==> src/rtl/scan_seq_pkg.sv <==
// Shared types and constants for the scan sequencer: FSM state encoding and
// slot geometry for the 2-to-4 decoder drive.
package scan_seq_pkg;

  localparam int NUM_SLOTS = 4;
  localparam int SLOT_W    = 2;

  typedef enum logic [1:0] {
    ST_IDLE  = 2'd0,
    ST_DWELL = 2'd1,
    ST_BLANK = 2'd2,
    ST_DONE  = 2'd3
  } state_t;

  // True for the states in which a sweep is in progress.
  function automatic logic is_busy_state(input state_t st);
    return (st == ST_DWELL) || (st == ST_BLANK);
  endfunction

endpackage

==> src/rtl/scan_next_slot.sv <==
// Combinational search for the next enabled slot after cur_idx, circularly.
// wrap is set when the search had to pass the top slot to find it.
module scan_next_slot
  import scan_seq_pkg::*;
(
  input  logic [SLOT_W-1:0]    cur_idx,
  input  logic [NUM_SLOTS-1:0] slot_mask,
  output logic [SLOT_W-1:0]    nxt_idx,
  output logic                 wrap
);

  logic [SLOT_W:0] sum_s;
  logic            found_s;

  // First set mask bit strictly after cur_idx, searching upward then wrapping.
  always_comb begin
    nxt_idx = cur_idx;
    wrap    = 1'b0;
    found_s = 1'b0;
    sum_s   = {(SLOT_W + 1){1'b0}};
    for (int i = 1; i <= NUM_SLOTS; i++) begin
      sum_s = {1'b0, cur_idx} + (SLOT_W + 1)'(i);
      if (!found_s && slot_mask[sum_s[SLOT_W-1:0]]) begin
        found_s = 1'b1;
        nxt_idx = sum_s[SLOT_W-1:0];
        wrap    = sum_s[SLOT_W];
      end else begin
        found_s = found_s;
      end
    end
  end

endmodule

==> src/rtl/scan_sequencer.sv <==
// Sweeps a 2-to-4 decoder across the enabled slots, dwelling on each for a
// programmable number of cycles with a one-cycle blank between slots.
module scan_sequencer
  import scan_seq_pkg::*;
#(
  parameter int DWELL_W = 8
) (
  input  logic               clk,
  input  logic               rst_n,
  input  logic               start,
  input  logic               stop,
  input  logic               cont,
  input  logic [3:0]         mask,
  input  logic [DWELL_W-1:0] dwell,
  output logic               en,
  output logic               a,
  output logic               b,
  output logic               busy,
  output logic               done
);

  state_t                 state_r, state_s;
  logic [SLOT_W-1:0]      slot_r, slot_s;
  logic [NUM_SLOTS-1:0]   mask_r, mask_s;
  logic                   cont_r, cont_s;
  logic [DWELL_W-1:0]     dwell_r, dwell_s;
  logic [DWELL_W-1:0]     cnt_r, cnt_s;
  logic                   en_r, busy_r, done_r;

  logic [SLOT_W-1:0]      ns_cur_s, ns_nxt_s;
  logic [NUM_SLOTS-1:0]   ns_mask_s;
  logic                   ns_wrap_s;

  // Counter reload for a dwell value; zero behaves as one active cycle.
  function automatic logic [DWELL_W-1:0] reload_of(input logic [DWELL_W-1:0] d);
    if (d == {DWELL_W{1'b0}}) begin
      return {DWELL_W{1'b0}};
    end else begin
      return d - {{(DWELL_W-1){1'b0}}, 1'b1};
    end
  endfunction

  // In IDLE, searching after the top slot yields the lowest set bit of the
  // incoming mask, so one search unit serves both start and slot advance.
  assign ns_cur_s  = (state_r == ST_IDLE) ? {SLOT_W{1'b1}} : slot_r;
  assign ns_mask_s = (state_r == ST_IDLE) ? mask : mask_r;

  scan_next_slot u_next_slot (
    .cur_idx   (ns_cur_s),
    .slot_mask (ns_mask_s),
    .nxt_idx   (ns_nxt_s),
    .wrap      (ns_wrap_s)
  );

  // Next-state, slot and dwell-counter logic.
  always_comb begin
    state_s = state_r;
    slot_s  = slot_r;
    mask_s  = mask_r;
    cont_s  = cont_r;
    dwell_s = dwell_r;
    cnt_s   = cnt_r;
    case (state_r)
      ST_IDLE: begin
        if (start && !stop) begin
          mask_s  = mask;
          cont_s  = cont;
          dwell_s = dwell;
          cnt_s   = reload_of(dwell);
          if (mask != 4'b0000) begin
            state_s = ST_DWELL;
            slot_s  = ns_nxt_s;
          end else begin
            state_s = ST_DONE;
          end
        end else begin
          state_s = ST_IDLE;
        end
      end
      ST_DWELL: begin
        if (stop) begin
          state_s = ST_IDLE;
        end else if (cnt_r == {DWELL_W{1'b0}}) begin
          state_s = ST_BLANK;
        end else begin
          cnt_s = cnt_r - {{(DWELL_W-1){1'b0}}, 1'b1};
        end
      end
      ST_BLANK: begin
        if (stop) begin
          state_s = ST_IDLE;
        end else if (ns_wrap_s && !cont_r) begin
          state_s = ST_DONE;
        end else begin
          state_s = ST_DWELL;
          slot_s  = ns_nxt_s;
          cnt_s   = reload_of(dwell_r);
        end
      end
      ST_DONE: begin
        state_s = ST_IDLE;
      end
      default: begin
        state_s = ST_IDLE;
      end
    endcase
  end

  // State, captured configuration and registered decoder/status outputs.
  always_ff @(posedge clk) begin
    if (!rst_n) begin
      state_r <= ST_IDLE;
      slot_r  <= {SLOT_W{1'b0}};
      mask_r  <= {NUM_SLOTS{1'b0}};
      cont_r  <= 1'b0;
      dwell_r <= {DWELL_W{1'b0}};
      cnt_r   <= {DWELL_W{1'b0}};
      en_r    <= 1'b0;
      busy_r  <= 1'b0;
      done_r  <= 1'b0;
    end else begin
      state_r <= state_s;
      slot_r  <= slot_s;
      mask_r  <= mask_s;
      cont_r  <= cont_s;
      dwell_r <= dwell_s;
      cnt_r   <= cnt_s;
      en_r    <= (state_s == ST_DWELL);
      busy_r  <= is_busy_state(state_s);
      done_r  <= (state_s == ST_DONE);
    end
  end

  assign en   = en_r;
  assign a    = slot_r[1];
  assign b    = slot_r[0];
  assign busy = busy_r;
  assign done = done_r;

endmodule

==> config.mk <==
export PLATFORM = sky130hd
export DESIGN_NAME = scan_sequencer
export DESIGN_NICKNAME = d
export VERILOG_FILES = /design/src/rtl/scan_seq_pkg.sv /design/src/rtl/scan_next_slot.sv /design/src/rtl/scan_sequencer.sv
export SDC_FILE = /design/constraint.sdc
export NUM_CORES = 1
export LEC_CHECK = 0
export CORE_ASPECT_RATIO = 1.2
export CORE_MARGIN = 2
export CORE_UTILIZATION = 55
export CTS_CLUSTER_SIZE = 16
export DETAILED_ROUTE_END_ITERATION = 10
export GPL_TIMING_DRIVEN = 0
export PLACE_DENSITY_LB_ADDON = 0.1
export SYNTH_ARGS = -nofsm -noshare
export SYNTH_HDL_FRONTEND = slang
export SYNTH_SLANG_ARGS = --single-unit
==> constraint.sdc <==
create_clock -name clk -period 4.9 [get_ports clk]
set_clock_uncertainty 0.05 [all_clocks]
set_input_delay 1.225 -clock clk [delete_from_list [all_inputs] [get_ports clk]]
set_output_delay 1.225 -clock clk [all_outputs]
set_load 0.01 [all_outputs]
## Yosys cells after proc, flatten, opt, wreduce, memory -nomap -nowiden

Cells that the tools add are included.

| operators by class | value |
|---|---|
| muxes and demuxes | 41 |
| magnitude comparators | 4 |
| reductions and logical operators | 21 |
| equal/unequal tests | 12 |
| add/subtract/negate cells | 7 |

Operators by type and width:

| cell | count |
|---|---|
| 8-bit 2-to-1 mux | 7 |
| 2-bit 2-to-1 mux | 15 |
| 8-bit logical NOT | 3 |
| 8-bit one-hot mux with 3 select lines | 1 |
| 8-bit by 1-bit subtractor with 8-bit output, second input constant | 3 |
| 2-bit by 3-bit less-than comparator with 1-bit output, second input constant | 4 |
| 1-bit 2-to-1 mux | 11 |
| 1-bit binary-select mux with 2-bit select | 4 |
| 2-bit == test, second input constant | 4 |
| 2-bit inequality test, second input constant | 4 |
| 2-bit one-hot mux with 4 select lines | 1 |
| 2-bit by 2-bit adder with 3-bit output, second input constant | 2 |
| 6-bit AND reduction | 1 |
| 1-bit logical AND | 5 |
| 1-bit logical NOT | 5 |
| 5-bit AND reduction | 1 |
| 2-bit by 1-bit == test with 1-bit output, second input constant | 2 |
| 4-bit 2-to-1 mux | 1 |
| 2-bit by 1-bit inequality test with 1-bit output, second input constant | 2 |
| 2-bit one-hot mux with 2 select lines | 1 |
| 4-bit nonzero test | 1 |
| 2-bit by 1-bit adder with 3-bit output, second input constant | 1 |
| 2-bit by 3-bit adder with 3-bit output, second input constant | 1 |
| 3-bit nonzero test | 1 |
| other kinds (4) | 4 |

| word-level totals | value |
|---|---|
| bits in registers | 28 |
| output and inout port bits | 5 |
| input bits | 17 |

## Logic depth before layout (Yosys ltp)

| depth | value |
|---|---|
| depth in word-level cells | 21 |
| depth in mapped cells | 14 |

## Modules after synthesis

From an unflattened synthesis, not the netlist that was laid out.

| unflattened totals | value |
|---|---|
| cells, all modules | 263 |
| area, all modules | 2100.8 µm² |

By module, submodules not included:

| module | area each (µm²) | times used | sequential area each (µm²) | cells an instance |
|---|---|---|---|---|
| scan_sequencer | 1781.7 | 1 | 560.5 | 224 |
| scan_next_slot | 319.1 | 1 | 0.0 | 39 |

## Worst setup path after synthesis

OpenSTA, ideal clock, no wires.

| timing path | value |
|---|---|
| path type | flip-flop to flip-flop |
| from | register state_r[0] |
| to | register busy_r, in the netlist busy |
| path slack | 1.058 ns |
| stages on the path, launching flop included | 14 |
| arrival time | 3.665 ns |
| data required time | 4.724 ns |
| path through | dfxtp_1 inv_1 ha_1 clkbuf_1 clkbuf_1 nor2_1 ha_1 mux4_2 mux2_4 or4_4 a311o_1 and2_1 ha_1 nor2_1 |

| between the ends | value |
|---|---|
| longest elaborated chain between the ends | 21 |

RTL lines:

| item | line | source |
|---|---|---|
| from (decl) | scan_sequencer.sv:22 | `state_t state_r, state_s;` |
| from (signal assigned) | scan_sequencer.sv:122 | `state_r <= state_s;` |
| 2-bit logical NOT | scan_sequencer.sv:45, scan_sequencer.sv:46, scan_sequencer.sv:63 |  |
| 2-bit 2-to-1 mux | scan_sequencer.sv:45 | `assign ns_cur_s = (state_r == ST_IDLE) ? {SLOT_W{1'b1}} : slot_r;` |
| 2-bit by 1-bit adder with 3-bit output | scan_next_slot.sv:22 | `sum_s = {1'b0, cur_idx} + (SLOT_W + 1)'(i);` |
| 1-bit binary-select mux with 2-bit select | scan_next_slot.sv:23 | `if (!found_s && slot_mask[sum_s[SLOT_W-1:0]]) begin` |
| 1-bit 2-to-1 mux (not written as such) | scan_next_slot.sv:23 |  |
| 1-bit 2-to-1 mux | scan_next_slot.sv:23 |  |
| 1-bit logical NOT | scan_next_slot.sv:23 |  |
| 1-bit logical AND | scan_next_slot.sv:23 |  |
| [... 5 more ...] | -- |  |
| 1-bit logical AND | scan_next_slot.sv:23 |  |
| 1-bit 2-to-1 mux | scan_next_slot.sv:23 |  |
| 1-bit logical AND | scan_sequencer.sv:92 | `end else if (ns_wrap_s && !cont_r) begin` |
| 2-bit 2-to-1 mux | scan_sequencer.sv:92 |  |
| 2-bit 2-to-1 mux | scan_sequencer.sv:90 | `if (stop) begin` |
| 2-bit one-hot mux with 4 select lines * | scan_sequencer.sv:63 | `case (state_r)` |
| 2-bit by 1-bit == test with 1-bit output / 2-bit == test (equally long branches) | scan_seq_pkg.sv:17 | `return (st == ST_DWELL) \|\| (st == ST_BLANK);` |
| 1-bit logical OR * | scan_seq_pkg.sv:17 |  |
| to (signal assigned) | scan_sequencer.sv:129 | `busy_r <= is_busy_state(state_s);` |
| to (decl) | scan_sequencer.sv:28 | `logic en_r, busy_r, done_r;` |

Every way passes the cells marked *; elsewhere a longest branch is shown, timed or not. The select of a mux whose other input is x is not followed.
A chain may end at the register's enable or synchronous reset.

## Worst setup path in the final report

Ends and elaborated chain as after synthesis.

==> impl_metrics.env <==
export IMPL_finalCriticalPeriod_ps=4287
export IMPL_cts_sinks=28
export IMPL_hp_start="cont_r$_SDFFE_PN0P_"
export IMPL_tightestPinTransition_ps=673.5
export IMPL_final_core_util_pct=66.04
export IMPL_fin_nets=315
export IMPL_gp_congestion=0.8139
export IMPL_clk_latency_ps=280
export IMPL_dp_hpwl_um=3663
export IMPL_hold_buffers=0
export IMPL_die_area_um2=4233
export IMPL_area_delta_synth_final_pct=16.12
export IMPL_setup_violations=0
export IMPL_ant_nets=0
export IMPL_initial_core_util_pct=56.88
export IMPL_synthCells=260
export IMPL_grt_max_degree=17
export IMPL_yosys_most_used_dff="dfxtp_1"
export IMPL_ys_seq_elements=28
export IMPL_drive_above_1_share_pct=5.263
export IMPL_holdPathEnd="cont_r$_SDFFE_PN0P_"
export IMPL_critPathRequiredTime_ps=5010
export IMPL_layout_cells_most_common="nand2_1"
export IMPL_hold_class="flip-flop to flip-flop"
export IMPL_grt_overflow=0
export IMPL_cap_violations=0
export IMPL_end_kind="flip-flop"
export IMPL_rsz0062_at_grt="false"
export IMPL_grt_pass1_vias=1825
export IMPL_syn_area_um2=2049
export IMPL_cts_reportedPaths_clkPinSlew_ps=100
export IMPL_drtIter0Drc=134
export IMPL_cp_common_cell="ha_1"
export IMPL_crit_chain="inv_1 -> ha_1 -> clkbuf_1 -> clkbuf_1 -> nor2_1 -> ha_1 -> mux4_2 -> mux2_4 -> or4_4 -> a311o_1 -> and2_1 -> ha_1 -> nor2_1"
export IMPL_postCtsSetupRepairBufs=0
export IMPL_synth_fp_nets=289
export IMPL_ys_warn_count=0
export IMPL_cp_start_kind="flip-flop"
export IMPL_drc=0
export IMPL_ctsRootBufferMaster="clkbuf_8"
export IMPL_totalWireLength_um=4745
export IMPL_fp_dieH_um=70.87
export IMPL_vias_per_cell=5.938
export IMPL_vias=1924
export IMPL_reg2reg_from="state_r[0]$_SDFF_PN0_"
export IMPL_final_cells=324
export IMPL_grt_use_total_pct=24.01
export IMPL_status="finished, final reports clean"
export IMPL_syn_avg_cell_area_um2=7.883
export IMPL_synth_distinct_cells=53
export IMPL_htreeDepth=1
export IMPL_final_cell_mix="nand2_1, dfxtp_1, a21oi_1"
export IMPL_grt_pass1_wl_um=8114
export IMPL_r2r_cells=13
export IMPL_clockBufferDepth=2
export IMPL_hold_viol=0
export IMPL_critical_path_class="flip-flop to flip-flop"
export IMPL_ir_drop_mv=0.1361
export IMPL_async_reset_ff_share_pct=0
export IMPL_antenna_cells=0
export IMPL_coreArea_um2=3603
export IMPL_cts_buffers=3
export IMPL_fmax_ghz=0.2333
export IMPL_cp_top_family="buffers and inverters"
export IMPL_powerDensity_nw_per_um2=254.9
export IMPL_leakage_nw=0.9328
export IMPL_r2r_slack_ps=610
export IMPL_max_slew_margin_pct=54.73
export IMPL_crit_path_max_fanout=10
export IMPL_hold_depth=2
export IMPL_slew_viol_final=0
export IMPL_dr_pass1_iters=4
export IMPL_cpMaxStageDelayCell="or4_4"
export IMPL_fin_setup_tns_ps=0
export IMPL_fin_crit_sh_pct=87.49
export IMPL_cts_repair_resized=0
export IMPL_yosysSeqAreaShare_pct=27.35
export IMPL_fp_dieW_um=59.73
export IMPL_critPathMaxStageDelay_ps=570
export IMPL_io_pins=22
export IMPL_cts_tree="yes"
export IMPL_synth_edf_count=0
export IMPL_num_rows=24
export IMPL_wl_per_cell_um=14.65
export IMPL_worst_path_buf_inv=3
export IMPL_worstPathArrival_ps=4400
export IMPL_io_buffers=21
export IMPL_dp_cells=320
export IMPL_antenna_found_initial=0
export IMPL_timing_rr_end="busy$_SDFF_PN0_"
## registers in the layout (all words and copies together), names as in the netlist
name	count
state_r	2
en	1
slot_r	2
cont_r	1
done	1
dwell_r	8
busy	1
cnt_r	8
mask_r	4
## synthesized netlist by cell type, drive strengths merged, types with 3 or more instances
| cell | count | area, um2 |
|---|---|---|
| or4 | 3 | 26.27 |
| mux2i | 8 | 80.08 |
| nor3 | 7 | 35.03 |
| o21ai | 10 | 50.05 |
| and2 | 5 | 31.28 |
| o22ai | 7 | 43.79 |
| a21oi | 22 | 110.1 |
| dfxtp | 28 | 560.5 |
| nor2 | 13 | 48.80 |
| xnor2 | 6 | 52.55 |
| ha | 12 | 150.1 |
| clkbuf | 7 | 26.28 |
| a22oi | 6 | 45.04 |
| nor4 | 7 | 50.05 |
| mux2 | 5 | 67.56 |
| nor3b | 5 | 37.54 |
| xor2 | 9 | 78.83 |
| nand2 | 42 | 157.7 |
| inv | 20 | 75.07 |
## worst max-delay path by stage
stage	from	end	slack [ps]	depth (start not counted)
floorplan	state_r[0]$_SDFF_PN0_	busy$_SDFF_PN0_	1060	13
global placement	state_r[0]$_SDFF_PN0_	busy$_SDFF_PN0_	710	13
detailed placement	state_r[0]$_SDFF_PN0_	busy$_SDFF_PN0_	680	13
CTS	state_r[0]$_SDFF_PN0_	busy$_SDFF_PN0_	640	13
global route	state_r[0]$_SDFF_PN0_	busy$_SDFF_PN0_	420	13
finish	state_r[0]$_SDFF_PN0_	busy$_SDFF_PN0_	610	13
## stage by stage
step / cell area [um2] / hold WS (ps) / worst slack (ps) / power (mW)
after floorplan: 2049 / 381.2 / 1058 / 0.3729
after global placement: 2308 / 392.8 / 709.9 / 0.4206
after detailed placement: 2308 / 393.3 / 676.4 / 0.4225
after CTS: 2380 / 408.2 / 644.7 / 0.6083
after global routing: 2380 / 449.8 / 418.8 / 0.6367
final: 2380 / 409.4 / 612.8 / 0.6066
## kinds of logic (layout without fill, tap and decap cells)
group	Yosys count	in the layout	synth area share, %
XOR/XNOR	15	15	6.410
buffers and inverters	29	54	5.678
AO/OA/AOI/OAI	68	68	21.37
adder cells (fa/ha/maj)	12	12	7.326
multiplexers	15	15	9.401
AND/OR/NAND/NOR	93	93	22.47
flip-flops	28	28	27.35
## area by class of cell
cell class | count | area (um2)
clock buffers | 3 | 41.29
well taps | 39 | 48.80
clock inverters | 1 | 30.03
repair buffers | 21 | 210.2
plain buffers | 8 | 37.54
flip-flops and latches | 28 | 560.5
fillers | 332 | 1224
inverters | 21 | 78.83
multi-input cells | 203 | 1373
## metal layers
layer	routed length (um)	GRT usage [%]	up-vias
met2	2250	38.89	43
met4	42	5.926	0
li1	-	-	984
met3	188	2.559	4
met5	0	0	-
met1	2262	33.79	893
## worst reg2reg max path: stages, from the launching register on
cell and delay [ps]:
dfxtp_1 340, inv_1 110, ha_1 210, clkbuf_1 390, clkbuf_1 390, nor2_1 110
ha_1 360, mux4_2 540, mux2_4 320, or4_4 570, a311o_1 320, and2_1 160
ha_1 280, nor2_1 40
## where the power goes
| group | internal [mW] | switching [mW] |
|---|---|---|
| Clock | 0.109 | 0.0777 |
| Combinational | 0.0778 | 0.0876 |
| Sequential | 0.241 | 0.0132 |
No activity file was read; power rests on OpenSTA's default activity.
